**config.mk**
```make
export PLATFORM = sky130hd
export DESIGN_NAME = dmem_arbiter_flat
export DESIGN_NICKNAME = d
export VERILOG_FILES = /design/src/rtl/dmem_arbiter_if.sv /design/src/rtl/dmem_arbiter.sv /design/src/flat_wrapper.sv
export SDC_FILE = /design/constraint.sdc
export NUM_CORES = 1
export LEC_CHECK = 0
export ABC_AREA = 0
export CORE_MARGIN = 1.5
export CORE_UTILIZATION = 35
export CTS_CLUSTER_DIAMETER = 40
export DETAILED_ROUTE_END_ITERATION = 8
export PLACE_DENSITY = 0.74
export SLEW_MARGIN = 40
export SYNTH_ARGS = -nofsm -noshare
export SYNTH_HDL_FRONTEND = slang
export SYNTH_SLANG_ARGS = --single-unit
```
**constraint.sdc**
```tcl
create_clock -name clk -period 3.5 [get_ports clk]
set_input_delay 0.525 -clock clk [delete_from_list [all_inputs] [get_ports clk]]
set_output_delay 0.525 -clock clk [all_outputs]
set_load 0.03 [all_outputs]
```
**src/rtl/dmem_arbiter_if.sv**
```systemverilog
// dmem_arbiter_if
// Bundles the two requester ports, the pipeline status outputs and the data
// memory bus of dmem_arbiter.
//   slave  : the arbiter's view (requests and mem_rdata in, everything else out)
//   master : the environment's view (requesters plus data memory)
// Port summary:
//   p0_* : MEM-stage requester   (req/we/addr/wdata in, rdata/done out)
//   p1_* : loader/DMA requester  (same shape as p0)
//   stall, busy : pipeline status
//   mem_addr/mem_wdata/mem_write/mem_read out, mem_rdata in : data memory bus
interface dmem_arbiter_if #(
    parameter int AW = 32,
    parameter int DW = 32
) ();
    logic          p0_req;
    logic          p0_we;
    logic [AW-1:0] p0_addr;
    logic [DW-1:0] p0_wdata;
    logic [DW-1:0] p0_rdata;
    logic          p0_done;

    logic          p1_req;
    logic          p1_we;
    logic [AW-1:0] p1_addr;
    logic [DW-1:0] p1_wdata;
    logic [DW-1:0] p1_rdata;
    logic          p1_done;

    logic          stall;
    logic          busy;

    logic [AW-1:0] mem_addr;
    logic [DW-1:0] mem_wdata;
    logic          mem_write;
    logic          mem_read;
    logic [DW-1:0] mem_rdata;

    modport slave (
        input  p0_req, p0_we, p0_addr, p0_wdata,
        input  p1_req, p1_we, p1_addr, p1_wdata,
        input  mem_rdata,
        output p0_rdata, p0_done, p1_rdata, p1_done,
        output stall, busy,
        output mem_addr, mem_wdata, mem_write, mem_read
    );

    modport master (
        output p0_req, p0_we, p0_addr, p0_wdata,
        output p1_req, p1_we, p1_addr, p1_wdata,
        output mem_rdata,
        input  p0_rdata, p0_done, p1_rdata, p1_done,
        input  stall, busy,
        input  mem_addr, mem_wdata, mem_write, mem_read
    );
endinterface

```
**src/rtl/dmem_arbiter.sv**
```systemverilog
// dmem_arbiter
// Shares one data memory between the pipeline MEM stage (port 0) and the
// loader/DMA port (port 1). A winning request is latched in IDLE, the memory
// controls are held for LATENCY cycles in ACCESS, read data is captured on the
// last ACCESS cycle and the winner gets a one-cycle done pulse in RESP.
// Ports:
//   clk  : clock, rising edge
//   rst  : synchronous active-high reset
//   bus  : dmem_arbiter_if.slave (requesters, stall/busy, memory bus)
// Parameters: LATENCY (>=1 access cycles), AW address width, DW data width.
// Build option: define DMEM_ARB_RR_EN for round-robin tie breaking; without
// it port 0 always wins a tie.
module dmem_arbiter #(
    parameter int LATENCY = 1,
    parameter int AW      = 32,
    parameter int DW      = 32
) (
    input logic           clk,
    input logic           rst,
    dmem_arbiter_if.slave bus
);
    localparam int CW = (LATENCY > 1) ? $clog2(LATENCY) : 1;

    typedef enum logic [1:0] {IDLE, ACCESS, RESP} state_t;

    state_t                 state_reg, state_next;
    logic [CW-1:0]          cnt_reg, cnt_next;
    logic                   last_grant_reg, last_grant_next;
    logic                   winner_reg, winner_next;
    logic                   we_reg, we_next;
    logic [AW-1:0]          mem_addr_reg, mem_addr_next;
    logic [DW-1:0]          mem_wdata_reg, mem_wdata_next;
    logic                   mem_read_reg, mem_read_next;
    logic                   mem_write_reg, mem_write_next;
    logic [1:0][DW-1:0]     rdata_reg, rdata_next;

    // Per-port views of the requester inputs, indexed by port number.
    logic [1:0]             req_vec;
    logic [1:0]             we_vec;
    logic [1:0][AW-1:0]     addr_vec;
    logic [1:0][DW-1:0]     wdata_vec;
    logic [1:0]             done_vec;
    logic                   grant_p1;

    assign req_vec   = {bus.p1_req,   bus.p0_req};
    assign we_vec    = {bus.p1_we,    bus.p0_we};
    assign addr_vec  = {bus.p1_addr,  bus.p0_addr};
    assign wdata_vec = {bus.p1_wdata, bus.p0_wdata};

`ifdef DMEM_ARB_RR_EN
    // On a tie, serve the port that was not served last.
    assign grant_p1 = req_vec[1] & (~req_vec[0] | ~last_grant_reg);
`else
    assign grant_p1 = req_vec[1] & ~req_vec[0];
`endif

    // Done is decoded from registered state, so it is a clean one-cycle pulse.
    generate
        for (genvar gi = 0; gi < 2; gi++) begin : g_port
            assign done_vec[gi] = (state_reg == RESP) && (winner_reg == 1'(gi));
        end
    endgenerate

    assign bus.p0_done   = done_vec[0];
    assign bus.p1_done   = done_vec[1];
    assign bus.p0_rdata  = rdata_reg[0];
    assign bus.p1_rdata  = rdata_reg[1];
    assign bus.mem_addr  = mem_addr_reg;
    assign bus.mem_wdata = mem_wdata_reg;
    assign bus.mem_read  = mem_read_reg;
    assign bus.mem_write = mem_write_reg;
    assign bus.busy      = (state_reg != IDLE);
    // Combinational so the pipeline freezes in the very cycle p0_req rises.
    assign bus.stall     = bus.p0_req & ~done_vec[0];

    always_ff @(posedge clk) begin
        if (rst) begin
            state_reg      <= IDLE;
            cnt_reg        <= '0;
            last_grant_reg <= 1'b1;
            winner_reg     <= 1'b0;
            we_reg         <= 1'b0;
            mem_addr_reg   <= '0;
            mem_wdata_reg  <= '0;
            mem_read_reg   <= 1'b0;
            mem_write_reg  <= 1'b0;
            rdata_reg      <= '0;
        end else begin
            state_reg      <= state_next;
            cnt_reg        <= cnt_next;
            last_grant_reg <= last_grant_next;
            winner_reg     <= winner_next;
            we_reg         <= we_next;
            mem_addr_reg   <= mem_addr_next;
            mem_wdata_reg  <= mem_wdata_next;
            mem_read_reg   <= mem_read_next;
            mem_write_reg  <= mem_write_next;
            rdata_reg      <= rdata_next;
        end
    end

    always_comb begin
        state_next      = state_reg;
        cnt_next        = cnt_reg;
        last_grant_next = last_grant_reg;
        winner_next     = winner_reg;
        we_next         = we_reg;
        mem_addr_next   = mem_addr_reg;
        mem_wdata_next  = mem_wdata_reg;
        mem_read_next   = mem_read_reg;
        mem_write_next  = mem_write_reg;
        rdata_next      = rdata_reg;

        case (state_reg)
            IDLE: begin
                if (|req_vec) begin
                    winner_next    = grant_p1;
                    we_next        = we_vec[grant_p1];
                    mem_addr_next  = addr_vec[grant_p1];
                    mem_wdata_next = wdata_vec[grant_p1];
                    mem_write_next = we_vec[grant_p1];
                    mem_read_next  = ~we_vec[grant_p1];
                    cnt_next       = CW'(LATENCY - 1);
                    state_next     = ACCESS;
                end else begin
                    mem_read_next  = 1'b0;
                    mem_write_next = 1'b0;
                end
            end
            ACCESS: begin
                if (cnt_reg == '0) begin
                    // Writes leave the port's rdata untouched.
                    if (!we_reg) begin
                        rdata_next[winner_reg] = bus.mem_rdata;
                    end
                    mem_read_next  = 1'b0;
                    mem_write_next = 1'b0;
                    state_next     = RESP;
                end else begin
                    cnt_next = cnt_reg - 1'b1;
                end
            end
            RESP: begin
                last_grant_next = winner_reg;
                state_next      = IDLE;
            end
            default: begin
                state_next = IDLE;
            end
        endcase
    end
endmodule

```
**src/flat_wrapper.sv**
```systemverilog
// flat-port wrapper written by rule: the top's interface ports become plain ports
module dmem_arbiter_flat 
#(
    parameter int LATENCY = 1,
    parameter int AW      = 32,
    parameter int DW      = 32
)
  (clk, rst, bus_p0_req, bus_p0_we, bus_p0_addr, bus_p0_wdata, bus_p1_req, bus_p1_we, bus_p1_addr, bus_p1_wdata, bus_mem_rdata, bus_p0_rdata, bus_p0_done, bus_p1_rdata, bus_p1_done, bus_stall, bus_busy, bus_mem_addr, bus_mem_wdata, bus_mem_write, bus_mem_read);
  dmem_arbiter_if #(.AW(AW), .DW(DW)) bus_i ();
  input logic clk;
  input logic rst;
  input wire logic [$bits(bus_i.p0_req)-1:0] bus_p0_req;
  input wire logic [$bits(bus_i.p0_we)-1:0] bus_p0_we;
  input wire logic [$bits(bus_i.p0_addr)-1:0] bus_p0_addr;
  input wire logic [$bits(bus_i.p0_wdata)-1:0] bus_p0_wdata;
  input wire logic [$bits(bus_i.p1_req)-1:0] bus_p1_req;
  input wire logic [$bits(bus_i.p1_we)-1:0] bus_p1_we;
  input wire logic [$bits(bus_i.p1_addr)-1:0] bus_p1_addr;
  input wire logic [$bits(bus_i.p1_wdata)-1:0] bus_p1_wdata;
  input wire logic [$bits(bus_i.mem_rdata)-1:0] bus_mem_rdata;
  output wire logic [$bits(bus_i.p0_rdata)-1:0] bus_p0_rdata;
  output wire logic [$bits(bus_i.p0_done)-1:0] bus_p0_done;
  output wire logic [$bits(bus_i.p1_rdata)-1:0] bus_p1_rdata;
  output wire logic [$bits(bus_i.p1_done)-1:0] bus_p1_done;
  output wire logic [$bits(bus_i.stall)-1:0] bus_stall;
  output wire logic [$bits(bus_i.busy)-1:0] bus_busy;
  output wire logic [$bits(bus_i.mem_addr)-1:0] bus_mem_addr;
  output wire logic [$bits(bus_i.mem_wdata)-1:0] bus_mem_wdata;
  output wire logic [$bits(bus_i.mem_write)-1:0] bus_mem_write;
  output wire logic [$bits(bus_i.mem_read)-1:0] bus_mem_read;
  assign bus_i.p0_req = bus_p0_req;
  assign bus_i.p0_we = bus_p0_we;
  assign bus_i.p0_addr = bus_p0_addr;
  assign bus_i.p0_wdata = bus_p0_wdata;
  assign bus_i.p1_req = bus_p1_req;
  assign bus_i.p1_we = bus_p1_we;
  assign bus_i.p1_addr = bus_p1_addr;
  assign bus_i.p1_wdata = bus_p1_wdata;
  assign bus_i.mem_rdata = bus_mem_rdata;
  assign bus_p0_rdata = bus_i.p0_rdata;
  assign bus_p0_done = bus_i.p0_done;
  assign bus_p1_rdata = bus_i.p1_rdata;
  assign bus_p1_done = bus_i.p1_done;
  assign bus_stall = bus_i.stall;
  assign bus_busy = bus_i.busy;
  assign bus_mem_addr = bus_i.mem_addr;
  assign bus_mem_wdata = bus_i.mem_wdata;
  assign bus_mem_write = bus_i.mem_write;
  assign bus_mem_read = bus_i.mem_read;
  dmem_arbiter #(.LATENCY(LATENCY), .AW(AW), .DW(DW)) u_core (.clk(clk), .rst(rst), .bus(bus_i));
endmodule
```
==> qor.yml <==
run_status: "finished clean"
grt_overflow: 0
io_buffers: 299
power_mw: 4.563
drt-total-wl_mm: 19.05
die-area_sq_um: 16050
grt_pass1_wl_mm: 29.44
worst_skew_pair.late_latency_ns: 0.42
clockBufferDepth: 2
routed-via-count: 5769
ir_worst_vdd_uv: 376.2
worstMarginPinSlew_ns: 0.7922
finalCritPeriodShare_pct: 76.07
synthCells: 675
synth.net_count: 841
drv_slew: 0
crit_path_end_kind: "output port"
antennaDiodeCount: 0
cts-htree-levels: 4
clock_sinks: 134
rsz0062_at_grt: "false"
tritoncts: "yes"
core_sq_um: 15090
min_period_ns: 2.662
grt_pass1_vias: 5535
skew_ns: 0.005443
grt_max_degree: 71
final_hold_viol_count: 0
mostFrequentLayoutCell: "clkdlybuf4s50_1"
final_nets: 1105
grt_use_total_pct: 23.47
fin_tns_setup_ns: 0
die_w_um: 126.7
drt_iter0_markers: 316
layout_common_cells: "clkdlybuf4s50_1 (298), nand2_1 (259), dfxtp_1 (134)"
syn_area_per_cell_sq_um: 7.934
drtAntennaViolNets: 0
worstSetupPathType: "reg2out"
cts_hold_buf: 0
p_leak_nw: 3.262
cts.clk_slew.worst_paths_ns: 0.06
max_cap_violations: 0
post_cts.repair.setup_buffers: 0
area_growth_pct: 68.57
wl_per_cell_um: 16.72
gp_congestion: 0.7958
ys_seq_area_share_pct: 50.09
drc: 0
worst_slack_ns: 0.8375
die_h_um: 126.7
antenna_found_initial: 0
worstPathRequired_ns: 2.97
relSlewSlack_pct: 47.19
arrival_ns: 2.14
pre_cts_slack_ns: 0.9764
synthDistinctLibCells: 26
vias_per_cell: 5.065
numCtsBuffers: 17
drt_pass1_iterations: 4
root_buffer: "clkbuf_16"
worstPathMaxFanout: 10
row_count: 45
post_cts_resized: 0
max_freq_mhz: 375.6
p_per_area_nw_per_um2: 505.4
yosysWarnings: 0
floorplan.initialDensity_pct: 35.49
final-setup-viol-count: 0
ys_ff_latch: 134
hold_class: "reg2reg"
dp_hpwl_mm: 12.77
syn_area_sq_um: 5355
crit_path_start_kind: "flip-flop"
layout-drive-gt1-share_pct: 5.363
io_pins: 300
## metal layers
layer | track usage [%] | part of all wire (%) | vias up
met1 | 27.25 | 41 | 2656
met4 | 8.289 | 2.1 | 0
met5 | 0 | 0 | -
met2 | 39.95 | 48 | 233
li1 | - | - | 2851
met3 | 8.562 | 8.8 | 29
## power by group
part           switching (mW)  internal [mW]
Combinational           0.565          0.479
Sequential             0.0710           1.64
Clock                   0.679           1.12
Total                    1.32           3.25
## cells by family after synthesis
kind of cell	share of synthesized area [%]
AO/OA/AOI/OAI	23.13
buffers and inverters	6.332
flip-flops	50.09
multiplexers	0.1869
AND/OR/NAND/NOR	20.26
## synth_stat cells
master	n	area, sq um
nand2_1	259	972.2
dfxtp_1	134	2683
a21oi_1	130	650.6
a311oi_1	64	560.5
clkbuf_1	34	127.6
buf_2	19	95.09
buf_4	8	60.06
buf_6	4	45.04
nor2_1	3	11.26
inv_1	2	7.510
nor2b_1	2	12.51
nor3b_1	2	15.01
a211oi_1	1	7.510
and3b_1	1	8.760
buf_1	1	3.750
mux2i_1	1	10.01
nand2b_1	1	6.260
nand4bb_1	1	11.26
nor4b_2	1	15.01
nor4bb_1	1	10.01
o21ai_0	1	5.000
o22ai_1	1	6.260
o2bb2ai_1	1	8.760
or2_2	1	6.260
or3_1	1	6.260
or4b_1	1	10.01
## critical path, stage by stage (launching register included)
cell             delay [ns]
dfxtp_1                0.62
nor3b_1                0.34
clkdlybuf4s50_1        0.77
## metrics by stage
step	hold slack, ns	utilization [%]	instance area [sq um]	std cells
floorplan	0.5126	-	5355	675
global placement	0.4404	55.84	8426	1108
detailed placement	0.4457	55.84	8426	1108
CTS	0.4535	59.83	9027	1139
global route	0.4710	59.83	9027	1139
finish	0.4502	59.83	9027	1139
## final timing paths
path,from,end,slack [ns],depth (start not counted)
max,u_core.state_reg[1]$_SDFFE_PP0P_,bus_p0_done,0.84,2
max reg2reg,u_core.state_reg[1]$_SDFFE_PP0P_,u_core.bus.mem_wdata[18]$_SDFFE_PP0P_,1.66,4
min reg2reg,u_core.bus.p0_rdata[15]$_SDFFE_PP0P_,u_core.bus.p0_rdata[15]$_SDFFE_PP0P_,0.45,2
min,u_core.bus.p0_rdata[15]$_SDFFE_PP0P_,u_core.bus.p0_rdata[15]$_SDFFE_PP0P_,0.45,2
## final cells by class
class                   count  area, sq um
well taps                 188        235.2
inverters                   2        7.507
multi-input cells         473         2382
clock buffers              21        480.5
repair buffers            311         3118
fillers                  1362         6062
flip-flops and latches    134         2683
clock inverters            10        121.4
Note: power is estimated with default switching activity, not from simulation.
